===== src/rtl/gtwizard_drp_pkg.sv =====
// Shared definitions for the GTXE2_COMMON DRP initiator.
//   DRP_ADDR_W / DRP_DATA_W : DRP port widths of the common block
//   FULL_MASK               : write mask that selects a plain (non-RMW) write
//   drp_state_e             : initiator FSM states
//   rmw_merge               : bit-select merge used for read-modify-write
package gtwizard_drp_pkg;

  localparam int DRP_ADDR_W = 8;
  localparam int DRP_DATA_W = 16;

  localparam logic [DRP_DATA_W-1:0] FULL_MASK = 16'hFFFF;

  typedef enum logic [2:0] {
    IDLE    = 3'd0,
    RD_EN   = 3'd1,
    RD_WAIT = 3'd2,
    WR_EN   = 3'd3,
    WR_WAIT = 3'd4,
    DONE    = 3'd5
  } drp_state_e;

  // Bits where mask is 1 come from new_data, the rest keep old_data.
  function automatic logic [DRP_DATA_W-1:0] rmw_merge(
    input logic [DRP_DATA_W-1:0] old_data,
    input logic [DRP_DATA_W-1:0] new_data,
    input logic [DRP_DATA_W-1:0] mask
  );
    return (old_data & ~mask) | (new_data & mask);
  endfunction

endpackage


===== src/rtl/gtwizard_common_drp.sv =====
// DRP initiator for the GTXE2_COMMON (QPLL) block.
// Accepts single-register read, write and masked read-modify-write requests
// and returns exactly one response per accepted request. Every DRP access is
// guarded by a bounded wait so a missing DRPRDY cannot hang the initiator.
//
// Ports
//   DRPCLK_IN, RESET_IN        : clock (same as common block DRPCLK), sync active-high reset
//   REQ_VALID_IN/REQ_READY_OUT : request handshake
//   REQ_WRITE_IN, REQ_ADDR_IN, REQ_DATA_IN, REQ_MASK_IN : request fields
//   RSP_VALID_OUT, RSP_DATA_OUT, RSP_ERR_OUT : one-cycle response pulse, data, timeout flag
//   DRPADDR_OUT, DRPDI_OUT, DRPEN_OUT, DRPWE_OUT : DRP command to the common block
//   DRPDO_IN, DRPRDY_IN        : DRP read data / completion from the common block
//   DBG_STATE_OUT              : current FSM state, for observation only
//
// Handshake: a request transfers on the rising edge where REQ_VALID_IN and
// REQ_READY_OUT are both high; REQ_READY_OUT is high only in IDLE (and never
// while RESET_IN is high). The request fields need only be valid on that edge.
// RSP_VALID_OUT is a single-cycle pulse with no back-pressure; RSP_DATA_OUT
// and RSP_ERR_OUT hold their value until the next response.
module gtwizard_common_drp
  import gtwizard_drp_pkg::*;
#(
  parameter int TIMEOUT_CYCLES = 64
) (
  input  logic                  DRPCLK_IN,
  input  logic                  RESET_IN,
  input  logic                  REQ_VALID_IN,
  output logic                  REQ_READY_OUT,
  input  logic                  REQ_WRITE_IN,
  input  logic [DRP_ADDR_W-1:0] REQ_ADDR_IN,
  input  logic [DRP_DATA_W-1:0] REQ_DATA_IN,
  input  logic [DRP_DATA_W-1:0] REQ_MASK_IN,
  output logic                  RSP_VALID_OUT,
  output logic [DRP_DATA_W-1:0] RSP_DATA_OUT,
  output logic                  RSP_ERR_OUT,
  output logic [DRP_ADDR_W-1:0] DRPADDR_OUT,
  output logic [DRP_DATA_W-1:0] DRPDI_OUT,
  output logic                  DRPEN_OUT,
  output logic                  DRPWE_OUT,
  input  logic [DRP_DATA_W-1:0] DRPDO_IN,
  input  logic                  DRPRDY_IN,
  output drp_state_e            DBG_STATE_OUT
);

  localparam int CNT_W = $clog2(TIMEOUT_CYCLES + 1);
  // Count value during the last permitted wait cycle (count starts at 0).
  localparam logic [CNT_W-1:0] CNT_LAST = CNT_W'(TIMEOUT_CYCLES - 1);
  localparam logic [CNT_W-1:0] CNT_MAX  = CNT_W'(TIMEOUT_CYCLES);

  drp_state_e state, state_nxt;

  logic                  write_q;
  logic [DRP_ADDR_W-1:0] addr_q;
  logic [DRP_DATA_W-1:0] data_q;
  logic [DRP_DATA_W-1:0] mask_q;
  logic [DRP_DATA_W-1:0] di_q;
  logic [CNT_W-1:0]      cnt_q;
  logic [DRP_DATA_W-1:0] rsp_data_q;
  logic                  rsp_err_q;

  logic req_ready;
  logic accept;
  logic timed_out;
  logic rmw_pending;
  logic in_wait;

  // ---------------------------------------------------------------- FSM
  always_ff @(posedge DRPCLK_IN) begin
    if (RESET_IN) state <= IDLE;
    else          state <= state_nxt;
  end

  always_comb begin
    state_nxt   = state;
    req_ready   = (state == IDLE) && !RESET_IN;
    accept      = REQ_VALID_IN && req_ready;
    timed_out   = (cnt_q == CNT_LAST);
    // A write with a partial mask still needs its write phase after the read.
    rmw_pending = write_q && (mask_q != '0);
    in_wait     = (state == RD_WAIT) || (state == WR_WAIT);
    case (state)
      IDLE: begin
        if (accept) begin
          // Full-mask writes need no read; everything else starts with a read.
          if (REQ_WRITE_IN && (REQ_MASK_IN == FULL_MASK)) state_nxt = WR_EN;
          else                                            state_nxt = RD_EN;
        end
      end
      RD_EN:   state_nxt = RD_WAIT;
      RD_WAIT: begin
        // Ready wins over an expiring count in the same cycle.
        if (DRPRDY_IN)      state_nxt = rmw_pending ? WR_EN : DONE;
        else if (timed_out) state_nxt = DONE;
      end
      WR_EN:   state_nxt = WR_WAIT;
      WR_WAIT: begin
        if (DRPRDY_IN || timed_out) state_nxt = DONE;
      end
      DONE:    state_nxt = IDLE;
      default: state_nxt = IDLE;
    endcase
  end

  // ---------------------------------------------------------------- datapath
  always_ff @(posedge DRPCLK_IN) begin
    if (RESET_IN) begin
      write_q    <= 1'b0;
      addr_q     <= '0;
      data_q     <= '0;
      mask_q     <= '0;
      di_q       <= '0;
      cnt_q      <= '0;
      rsp_data_q <= '0;
      rsp_err_q  <= 1'b0;
    end else begin
      if (accept) begin
        write_q <= REQ_WRITE_IN;
        addr_q  <= REQ_ADDR_IN;
        data_q  <= REQ_DATA_IN;
        mask_q  <= REQ_MASK_IN;
        di_q    <= REQ_DATA_IN;
      end

      // Counter runs only inside a wait state and restarts for each access.
      if (in_wait) cnt_q <= (cnt_q == CNT_MAX) ? cnt_q : cnt_q + CNT_W'(1);
      else         cnt_q <= '0;

      if (state == RD_WAIT) begin
        if (DRPRDY_IN) begin
          if (rmw_pending) begin
            di_q <= rmw_merge(DRPDO_IN, data_q, mask_q);
          end else begin
            rsp_data_q <= DRPDO_IN;
            rsp_err_q  <= 1'b0;
          end
        end else if (timed_out) begin
          rsp_data_q <= '0;
          rsp_err_q  <= 1'b1;
        end
      end

      if (state == WR_WAIT) begin
        if (DRPRDY_IN) begin
          rsp_data_q <= di_q;
          rsp_err_q  <= 1'b0;
        end else if (timed_out) begin
          rsp_data_q <= '0;
          rsp_err_q  <= 1'b1;
        end
      end
    end
  end

  // ---------------------------------------------------------------- outputs
  // Address and write data come straight from registers that only change on
  // acceptance or between the read and write phase, so they are stable from
  // each DRPEN pulse until its DRPRDY or timeout.
  assign REQ_READY_OUT = req_ready;
  assign DRPEN_OUT     = (state == RD_EN) || (state == WR_EN);
  assign DRPWE_OUT     = (state == WR_EN);
  assign DRPADDR_OUT   = addr_q;
  assign DRPDI_OUT     = di_q;
  assign RSP_VALID_OUT = (state == DONE);
  assign RSP_DATA_OUT  = rsp_data_q;
  assign RSP_ERR_OUT   = rsp_err_q;
  assign DBG_STATE_OUT = state;

endmodule


===== config.mk =====
export PLATFORM = sky130hd
export DESIGN_NAME = gtwizard_common_drp
export DESIGN_NICKNAME = d
export VERILOG_FILES = /design/src/rtl/gtwizard_drp_pkg.sv /design/src/rtl/gtwizard_common_drp.sv
export SDC_FILE = /design/constraint.sdc
export NUM_CORES = 1
export LEC_CHECK = 0
export ABC_CLOCK_PERIOD_IN_PS = 3730
export CORE_MARGIN = 2
export CORE_UTILIZATION = 23
export DETAILED_ROUTE_END_ITERATION = 6
export PLACE_DENSITY = 0.42
export SLEW_MARGIN = 10
export SYNTH_ARGS = -nofsm -noshare
export SYNTH_HDL_FRONTEND = slang
export SYNTH_SLANG_ARGS = --single-unit

===== constraint.sdc =====
create_clock -name DRPCLK_IN -period 3.73 [get_ports DRPCLK_IN]
set_clock_uncertainty 0.1 [all_clocks]
set_input_delay 0.5595 -clock DRPCLK_IN [delete_from_list [all_inputs] [get_ports DRPCLK_IN]]
set_output_delay 0.5595 -clock DRPCLK_IN [all_outputs]
set_load 0.01 [all_outputs]

; After elaboration in Yosys (flattened, before gate mapping)
; Index checks and enable logic that the tools add are counted.
[word_totals]
register_bits = 84
latch_bits = 0
mem_bits_rw = 0
mem_bits_ro = 0
input_bits = 61
out_inout_bits = 48
wordCells = 63
mem_count = 0
[classes]
addsub = 1
mul = 0
div_mod_pow = 0
magnitude_cmp = 0
eq_ne = 11
shift = 0
muxes = 25
bitwise = 5
reduce_logical = 12
[ops]
columns = operator, count
row1 = $mux 16, 11
row2 = $and 16x16->16, 2
row3 = $eq 16x16->1 const B, 1
row4 = $not 16->16, 1
row5 = $or 16x16->16, 1
row6 = $reduce_bool 16->1, 1
row7 = $mux 3, 5
row8 = $pmux 3 s5, 1
row9 = $add 7x1->7 const B, 1
row10 = $eq 7x6->1 const B, 1
row11 = $eq 7x7->1 const B, 1
row12 = $mux 1, 7
row13 = $eq 3x2->1 const B, 2
row14 = $eq 3x3->1 const B, 2
row15 = $logic_and 1x1->1, 4
row16 = $eq 3x1->1 const B, 1
row17 = $logic_not 3->1, 1
row18 = $logic_or 1x1->1, 3
row19 = $ne 3x3->1 const B, 1
row20 = $reduce_and 3->1, 1
row21 = $mux 2, 1
row22 = $ne 2x1->1 const B, 1
row23 = $ne 2x2->1 const B, 1
row24 = $reduce_or 2->1, 1
row25 = other kinds (2), 2

; Depth between registers and ports, before layout
; Gate-level depths: netlist of the first run.
[depth]
word_depth = 8
mapped_depth = 8
ltp_nobuf = 6

; Worst setup path before layout of the first run
; OpenSTA, ideal clock, no wires.
[synth_path]
kind = input to register
start = in RESET_IN
end = reg di_q[10], in the netlist DRPDI_OUT[10]
setup_ps = 91
t_arrival_ps = 2014
required_time_ps = 3539
setup_slack_ps = 1525
cell_stages = 6
n_path_buf = 2
cell_sequence = nor4_1 and2_1 clkbuf_1 clkbuf_1 nand2_1 a311oi_1
[synth_between]
elab_chain_len = 7
[synth_rtl]
columns = element, line
row1 = start: declaration, gtwizard_common_drp.sv:26  ; input logic RESET_IN,
row2 = $logic_not 1->1, gtwizard_common_drp.sv:75  ; req_ready = (state == IDLE) && !RESET_IN;
row3 = $logic_and 1x1->1, gtwizard_common_drp.sv:75
row4 = $logic_and 1x1->1, gtwizard_common_drp.sv:76  ; accept = REQ_VALID_IN && req_ready;
row5 = $mux 16, gtwizard_common_drp.sv:116  ; if (accept) begin
row6 = $mux 16, gtwizard_common_drp.sv:130  ; if (rmw_pending) begin
row7 = $mux 16, gtwizard_common_drp.sv:129  ; if (DRPRDY_IN) begin
row8 = $mux 16, gtwizard_common_drp.sv:128  ; if (state == RD_WAIT) begin
row9 = end signal: assignment, gtwizard_common_drp.sv:131  ; di_q <= rmw_merge(DRPDO_IN, data_q, mask_q);
row10 = end: declaration, gtwizard_common_drp.sv:56  ; logic [DRP_DATA_W-1:0] di_q;
; Several ways; a longest one is shown, not always the timed one.
; A chain may end at the register's enable or synchronous reset.

; Worst setup path in the final report of the first run
[layout_path]
start = reg state[0], in the netlist DBG_STATE_OUT[0]
end = out REQ_READY_OUT
[layout_between]
elab_chain_len = 2
[layout_rtl]
columns = element, line
row1 = start: declaration, gtwizard_common_drp.sv:50  ; drp_state_e state, state_nxt;
row2 = start signal: assignment, gtwizard_common_drp.sv:70  ; else state <= state_nxt;
row3 = $logic_not 3->1, gtwizard_common_drp.sv:75
row4 = $logic_and 1x1->1, gtwizard_common_drp.sv:75
row5 = end: declaration, gtwizard_common_drp.sv:28  ; output logic REQ_READY_OUT,
; No other way between the ends.

==> metrics.txt, run 1 <==
result of the run finished, final reports clean; Pre-Repair DR Iteration Count 4; Worst Path Max Fanout 13; layout-stage area growth over the synthesis result 38.8%; Net Count, Synth 551; CP Data Arrival Time 2.08 ns; fillers 1803; list of cells traversed by the critical path nor4_1 -> clkdlybuf4s50_1; die area 18700 µm²; Die W between 100 and 150 µm; final-report max-slew violation count 0; measured slew at the worst slew-check pin 0.799 ns; post-detailed-route via-to-cell ratio just under 5; total power divided by cell area ~380 nW/µm²; combined area of all synthesized cells between 4000 and 5000 µm²; unrepaired setup endpoints after global routing no; highest clock frequency the design can meet 365 MHz; Crit Path Category reg2out; Critical R2R Capture RSP_DATA_OUT[15]; source-to-sink clock delay at the later pin of the worst-skew pair 0.34 ns; critical hold path startpoint data_q[10]; Max-slew headroom 46.7%; hold endpoint data_q[10]; largest net degree at the start of global routing slightly below 80; initial core utilization 23.5%; Most used DFF post-synth sky130_fd_sc_hd__dfxtp_1; path depth of the worst reg2reg path 6; total global routing overflow 0; core region area between 15000 and 20000 µm²; post-cts sizing count 0; critical path required time 3.07 ns; register bit count reported by yosys between 80 and 90; cell type group with the largest total delay on the critical path buffers and inverters; Total Routed Length 13.8 mm; via total after detailed routing 3916; number of synthesized flops with an enable pin 0; total of hold buffers inserted after clock tree synthesis 0; total number of nets in the final design 643; post-place instance area between 5000 and 6000 µm²; Routed WL per cell ~17 µm; I/O Pins approximately 110; number of buffers and inverters on the critical path 1; total number of yosys warnings 0; fraction of layout instances using a drive strength above 1 7.01%; Final Hold Vio Count 0; reg2reg setup slack 1.30 ns; post-placement setup slack 0.690 ns; number of rows in the core area 48; DRC violations left 0; Die Y about 140 µm; FFs w/ async S/R, synth 0%; clk root buf sky130_fd_sc_hd__clkbuf_16; final worst slack 0.989 ns; critical path's largest stage delay about 0.65 ns; worst vdd ir 0.247 mV; number of H-tree branching levels 3; number of antenna repair diodes 0; vias in the first global route about 3.8k; placed cells 794; count of nets left with antenna violations after detail routing 0; CTS max path bufs 2; min Tclk post-route ~2.7 ns; share of the clock period used by the worst path after layout 73.5%; wire length of the first global-routing pass 21.4 mm; final setup vio count 0; CP Capture Type output pin; DR iter-0 viols 238; reg2reg start mask_q[11]; clock tree from TritonCTS yes; Hold Crit Class reg2reg; total CTS buffers 9; number of instances in the synthesized netlist 488; WHS Path Cells 2; cell with the largest stage delay on the worst path sky130_fd_sc_hd__clkdlybuf4s50_1; routability-driven placement congestion ratio 0.786; share of the yosys chip area belonging to registers 41.6%; number of port buffers 108; mean instance size in the synthesized netlist ~8.3 µm²; Sink Count 84; max-cap violation count 0; category of the worst setup path launch point register; leakage component of the power 1.97 nW; postcts setup bufs 0; number of distinct library cells after synthesis 45; final core utilization 32.6%; global-route usage over all layers 15.2%; post-route setup TNS 0 ns; clock-pin slew on the worst setup and hold paths 0.06 ns; HPWL Detailed between 9 and 10 mm; Final Instance Area 5610 µm²; number of antenna violations at the first check in global routing 0; count of non-filler cells in the finished layout 810
[worst register-to-register path: stages, from the launching register on]
cell and delay (ns):
sky130_fd_sc_hd__dfxtp_1 0.36, sky130_fd_sc_hd__or4_1 0.63, sky130_fd_sc_hd__o41ai_4 0.35, sky130_fd_sc_hd__buf_4 0.36, sky130_fd_sc_hd__mux2i_1 0.23, sky130_fd_sc_hd__a221oi_1 0.07
sky130_fd_sc_hd__a211oi_1 0.24
[metrics by stage]
stage          total power, W  hold WS [ns]
2_1_floorplan         0.00114         0.337
3_3_place_gp          0.00130         0.342
3_5_place_dp          0.00130         0.347
4_1_cts               0.00216         0.356
5_1_grt               0.00223         0.379
6_report              0.00212         0.354
[flip-flops by register name, indices dropped and copies added, names as in the netlist]
signal,flops
mask_q,16
write_q,1
cnt_q,7
data_q,16
DRPADDR_OUT,8
RSP_ERR_OUT,1
DBG_STATE_OUT,3
DRPDI_OUT,16
RSP_DATA_OUT,16
[worst max path at each step]
stage                startpoint          endpoint  slack (ns)  depth (start not counted)
2_1_floorplan          RESET_IN     DRPDI_OUT[10]        1.52                          6
3_3_place_gp          DRPRDY_IN   RSP_DATA_OUT[5]        0.77                          7
3_5_place_dp          DRPRDY_IN  RSP_DATA_OUT[15]        0.69                          7
4_1_cts        DBG_STATE_OUT[0]     REQ_READY_OUT        1.02                          2
5_1_grt               DRPRDY_IN  RSP_DATA_OUT[15]        0.86                          7
6_report       DBG_STATE_OUT[0]     REQ_READY_OUT        0.99                          2
[report_power, final]
group,switching (W),internal [W]
clock,0.000373,0.000468
sequential,0.0000474,0.000940
combinational,0.000141,0.000153
[area by class of cell]
cell class | count | area (µm²) | area share, %
Timing Repair Buffer | 118 | 1150 | 20.5
Clock inverter | 4 | 25.0 | 0.446
Clock buffer | 12 | 246 | 4.39
Multi-Input combinational cell | 362 | 2210 | 39.3
Tap cell | 225 | 282 | 5.02
Sequential cell | 84 | 1680 | 30.0
Inverter | 5 | 18.8 | 0.334
[routing by layer]
metal	GRT usage [%]	wire, µm
met5	0	0
met4	5.84	361
met3	5.19	854
met2	22.3	6020
met1	20.5	6620
[synth_stat cells, drive strengths merged, types with 2 or more instances]
cell,n,area [µm²]
nor4b,2,23.8
xor2,2,17.5
and2b,2,16.3
and4,2,17.5
a21oi,19,95.1
nor4,3,18.8
nor3,5,35.0
clkbuf,25,93.8
a221oi,16,190
inv,4,15.0
nor2,16,60.1
nand2b,5,31.3
nor2b,16,100
buf,12,71.3
a211oi,33,248
nand3b,27,203
xnor2,3,26.3
or4,4,33.8
mux2i,16,160
nand4,2,12.5
nand2,136,510
dfxtp,84,1680
ha,2,25.0
o21ai,23,115
a311oi,16,140
nand3,2,10.0
[cells by family (layout without fill, tap and decap cells)]
family	after synthesis	in the layout	synth area share, %
buf+inv	42	139	4.55
compound gates	114	114	21.1
xor+xnor	5	5	1.08
fa+ha+maj	2	2	0.619
simple gates	225	225	27.1
flops	84	84	41.6
mux	16	16	3.96
[cell usage in the layout, fill, tap and decap left out, drive strengths merged, types with 11 or more instances in the layout]
cell           count
a21oi             19
clkbuf            12
dfxtp             84
nor2b             16
a211oi            33
o21ai             23
nand3b            27
buf               11
nand2            136
nor2              16
mux2i             16
clkdlybuf4s50    107
a221oi            16
a311oi            16
(Power assumes the default switching activity.)
==> run 2: changes to the inputs <==
--- a/config.mk
+++ b/config.mk
@@ -5,7 +5,7 @@
 export SDC_FILE = /design/constraint.sdc
 export NUM_CORES = 1
 export LEC_CHECK = 0
-export ABC_CLOCK_PERIOD_IN_PS = 3730
+export ABC_CLOCK_PERIOD_IN_PS = 2750
 export CORE_MARGIN = 2
 export CORE_UTILIZATION = 23
 export DETAILED_ROUTE_END_ITERATION = 6
==> constraint.sdc (replaced) <==
create_clock -name DRPCLK_IN -period 2.75 [get_ports DRPCLK_IN]
set_clock_uncertainty 0.1 [all_clocks]
set_input_delay 0.4125 -clock DRPCLK_IN [delete_from_list [all_inputs] [get_ports DRPCLK_IN]]
set_output_delay 0.4125 -clock DRPCLK_IN [all_outputs]
set_load 0.01 [all_outputs]
==> run 2 against run 1 <==
Worst hold slack hardly changed. Highest routed layer unchanged. Clock power is 36% higher. Sequential cell count stayed put. Core utilization is 0.24 points higher. Register-to-register slack worse by 0.97 ns. Critical endpoint unchanged. Critical path depth stayed put.
==> metrics.txt, run 2 (synthesis results as in run 1) <==
Routed WL per cell 17.0 µm (-0.57%); number of antenna violations at the first check in global routing 0 (unchanged); highest clock frequency the design can meet 396 MHz; core region area 17200 µm² (unchanged); I/O Pins 109 (unchanged); Worst Path Max Fanout 13 (unchanged); final setup vio count 0 (unchanged); share of the clock period used by the worst path after layout 91.9%; hold endpoint data_q[14]; number of rows in the core area 48 (unchanged); clk root buf sky130_fd_sc_hd__clkbuf_16; number of port buffers 108 (unchanged); DRC violations left 0 (unchanged); post-detailed-route via-to-cell ratio 4.78 (-1.1%); DR iter-0 viols 189 (-21%); total CTS buffers 9 (unchanged); count of nets left with antenna violations after detail routing 0 (unchanged); worst vdd ir 0.304 mV (+23%); global-route usage over all layers 15.0% (-0.18 points); min Tclk post-route 2.53 ns; Die Y 137 µm (unchanged); max-cap violation count 0 (unchanged); critical path's largest stage delay 0.64 ns (about the same); routability-driven placement congestion ratio 0.783 (-0.33%); Critical R2R Capture RSP_DATA_OUT[11]; total of hold buffers inserted after clock tree synthesis 0 (unchanged); number of antenna repair diodes 0 (unchanged); clock-pin slew on the worst setup and hold paths 0.06 ns (about the same); final worst slack 0.223 ns (-0.766 ns); category of the worst setup path launch point register; Final Hold Vio Count 0 (unchanged); layout-stage area growth over the synthesis result 39.8%; post-cts sizing count 0 (unchanged); post-route setup TNS 0 ns (unchanged); cell with the largest stage delay on the worst path sky130_fd_sc_hd__clkdlybuf4s50_1; measured slew at the worst slew-check pin 0.798 ns (-0.00136 ns); source-to-sink clock delay at the later pin of the worst-skew pair 0.34 ns (about the same); path depth of the worst reg2reg path 6 (unchanged); total global routing overflow 0 (unchanged); Pre-Repair DR Iteration Count 4 (unchanged); Die W 137 µm (unchanged); Sink Count 84 (unchanged); number of H-tree branching levels 3 (unchanged); clock tree from TritonCTS yes; reg2reg start mask_q[11]; final-report max-slew violation count 0 (unchanged); Hold Crit Class reg2reg; leakage component of the power 2.00 nW (+1.6%); CP Data Arrival Time 2.01 ns (-0.07 ns); fraction of layout instances using a drive strength above 1 7.48% (+0.47 points); largest net degree at the start of global routing 78 (unchanged); die area 18700 µm² (unchanged); CP Capture Type output pin; initial core utilization 23.5% (unchanged); critical path required time 2.24 ns (-0.83 ns); total power divided by cell area 509 nW/µm² (+35%); post-placement setup slack 0.294 ns (-0.396 ns); WHS Path Cells 2 (unchanged); Max-slew headroom 46.8% (+0.091 points); result of the run finished, final reports clean; total design power 0.00288 W (+36%); wire length of the first global-routing pass 21.4 mm (about the same); most frequent cells in the layout 135 x sky130_fd_sc_hd__nand2_1, 107 x sky130_fd_sc_hd__clkdlybuf4s50_1, 84 x sky130_fd_sc_hd__dfxtp_1, 33 x sky130_fd_sc_hd__a211oi_1, 27 x sky130_fd_sc_hd__nand3b_1; via total after detailed routing 3886 (-0.77%); vias in the first global route 3810 (+0.29%); postcts setup bufs 0 (unchanged); critical hold path startpoint data_q[14]; Total Routed Length 13.8 mm (-0.20%); most common library cell in the layout ignoring fill and taps sky130_fd_sc_hd__nand2_1; unrepaired setup endpoints after global routing no; CTS max path bufs 2 (unchanged); list of cells traversed by the critical path nor4_1 -> clkdlybuf4s50_1; total number of nets in the final design 647 (+0.62%); Crit Path Category reg2out; reg2reg setup slack 0.33 ns (-0.97 ns); HPWL Detailed 9.89 mm (+0.42%)
==> run 2: metrics by stage <==
step / cell area, µm² / cells / hold slack (ns) / utilization (%)
floorplan: 4050 / 488 / 0.337 / -
global placement: 5380 / 798 / 0.342 / 31.2
detailed placement: 5380 / 798 / 0.347 / 31.2
CTS: 5650 / 813 / 0.355 / 32.8
global route: 5650 / 813 / 0.374 / 32.8
finish: 5650 / 813 / 0.354 / 32.8
==> run 2: area by class of cell <==
type,instances,area [µm²]
Clock buffer,13,260
Clock inverter,2,10.0
Timing Repair Buffer,122,1190
Inverter,5,18.8
Fill cell,1807,11600
Sequential cell,84,1680
Tap cell,225,282
Multi-Input combinational cell,362,2210
==> run 2: layer usage <==
metal | global-route usage (%) | vias up | wire length (µm)
li1 | - | 1948 | -
met1 | 20.7 | 1836 | 6840
met2 | 22.8 | 86 | 6070
met3 | 3.15 | 16 | 636
met4 | 6.08 | 0 | 270
met5 | 0 | - | 0
==> run 2: power by group <==
| part | internal, W | total [W] | switching (W) |
|---|---|---|---|
| registers | 0.00127 | 0.00134 | 0.0000647 |
| logic | 0.000213 | 0.000404 | 0.000191 |
| clock network | 0.000654 | 0.00114 | 0.000482 |
==> run 2: worst max-delay path by stage <==
stage / from / to / slack (ns) / cells after the start
6_report: DBG_STATE_OUT[0] / REQ_READY_OUT / 0.22 / 2
4_1_cts: DBG_STATE_OUT[0] / REQ_READY_OUT / 0.17 / 2
2_1_floorplan: mask_q[0] / RSP_DATA_OUT[10] / 0.59 / 7
3_3_place_gp: DRPRDY_IN / RSP_DATA_OUT[15] / 0.34 / 6
3_5_place_dp: DRPRDY_IN / RSP_DATA_OUT[11] / 0.29 / 6
5_1_grt: DBG_STATE_OUT[0] / REQ_READY_OUT / 0.14 / 2
==> run 2: worst max-delay path: cells and delay by family (launching register included) <==
kind                   cells  cell delay [ns]
buffers and inverters      1             0.64
flip-flops                 1             0.51
AND/OR/NAND/NOR            1             0.52
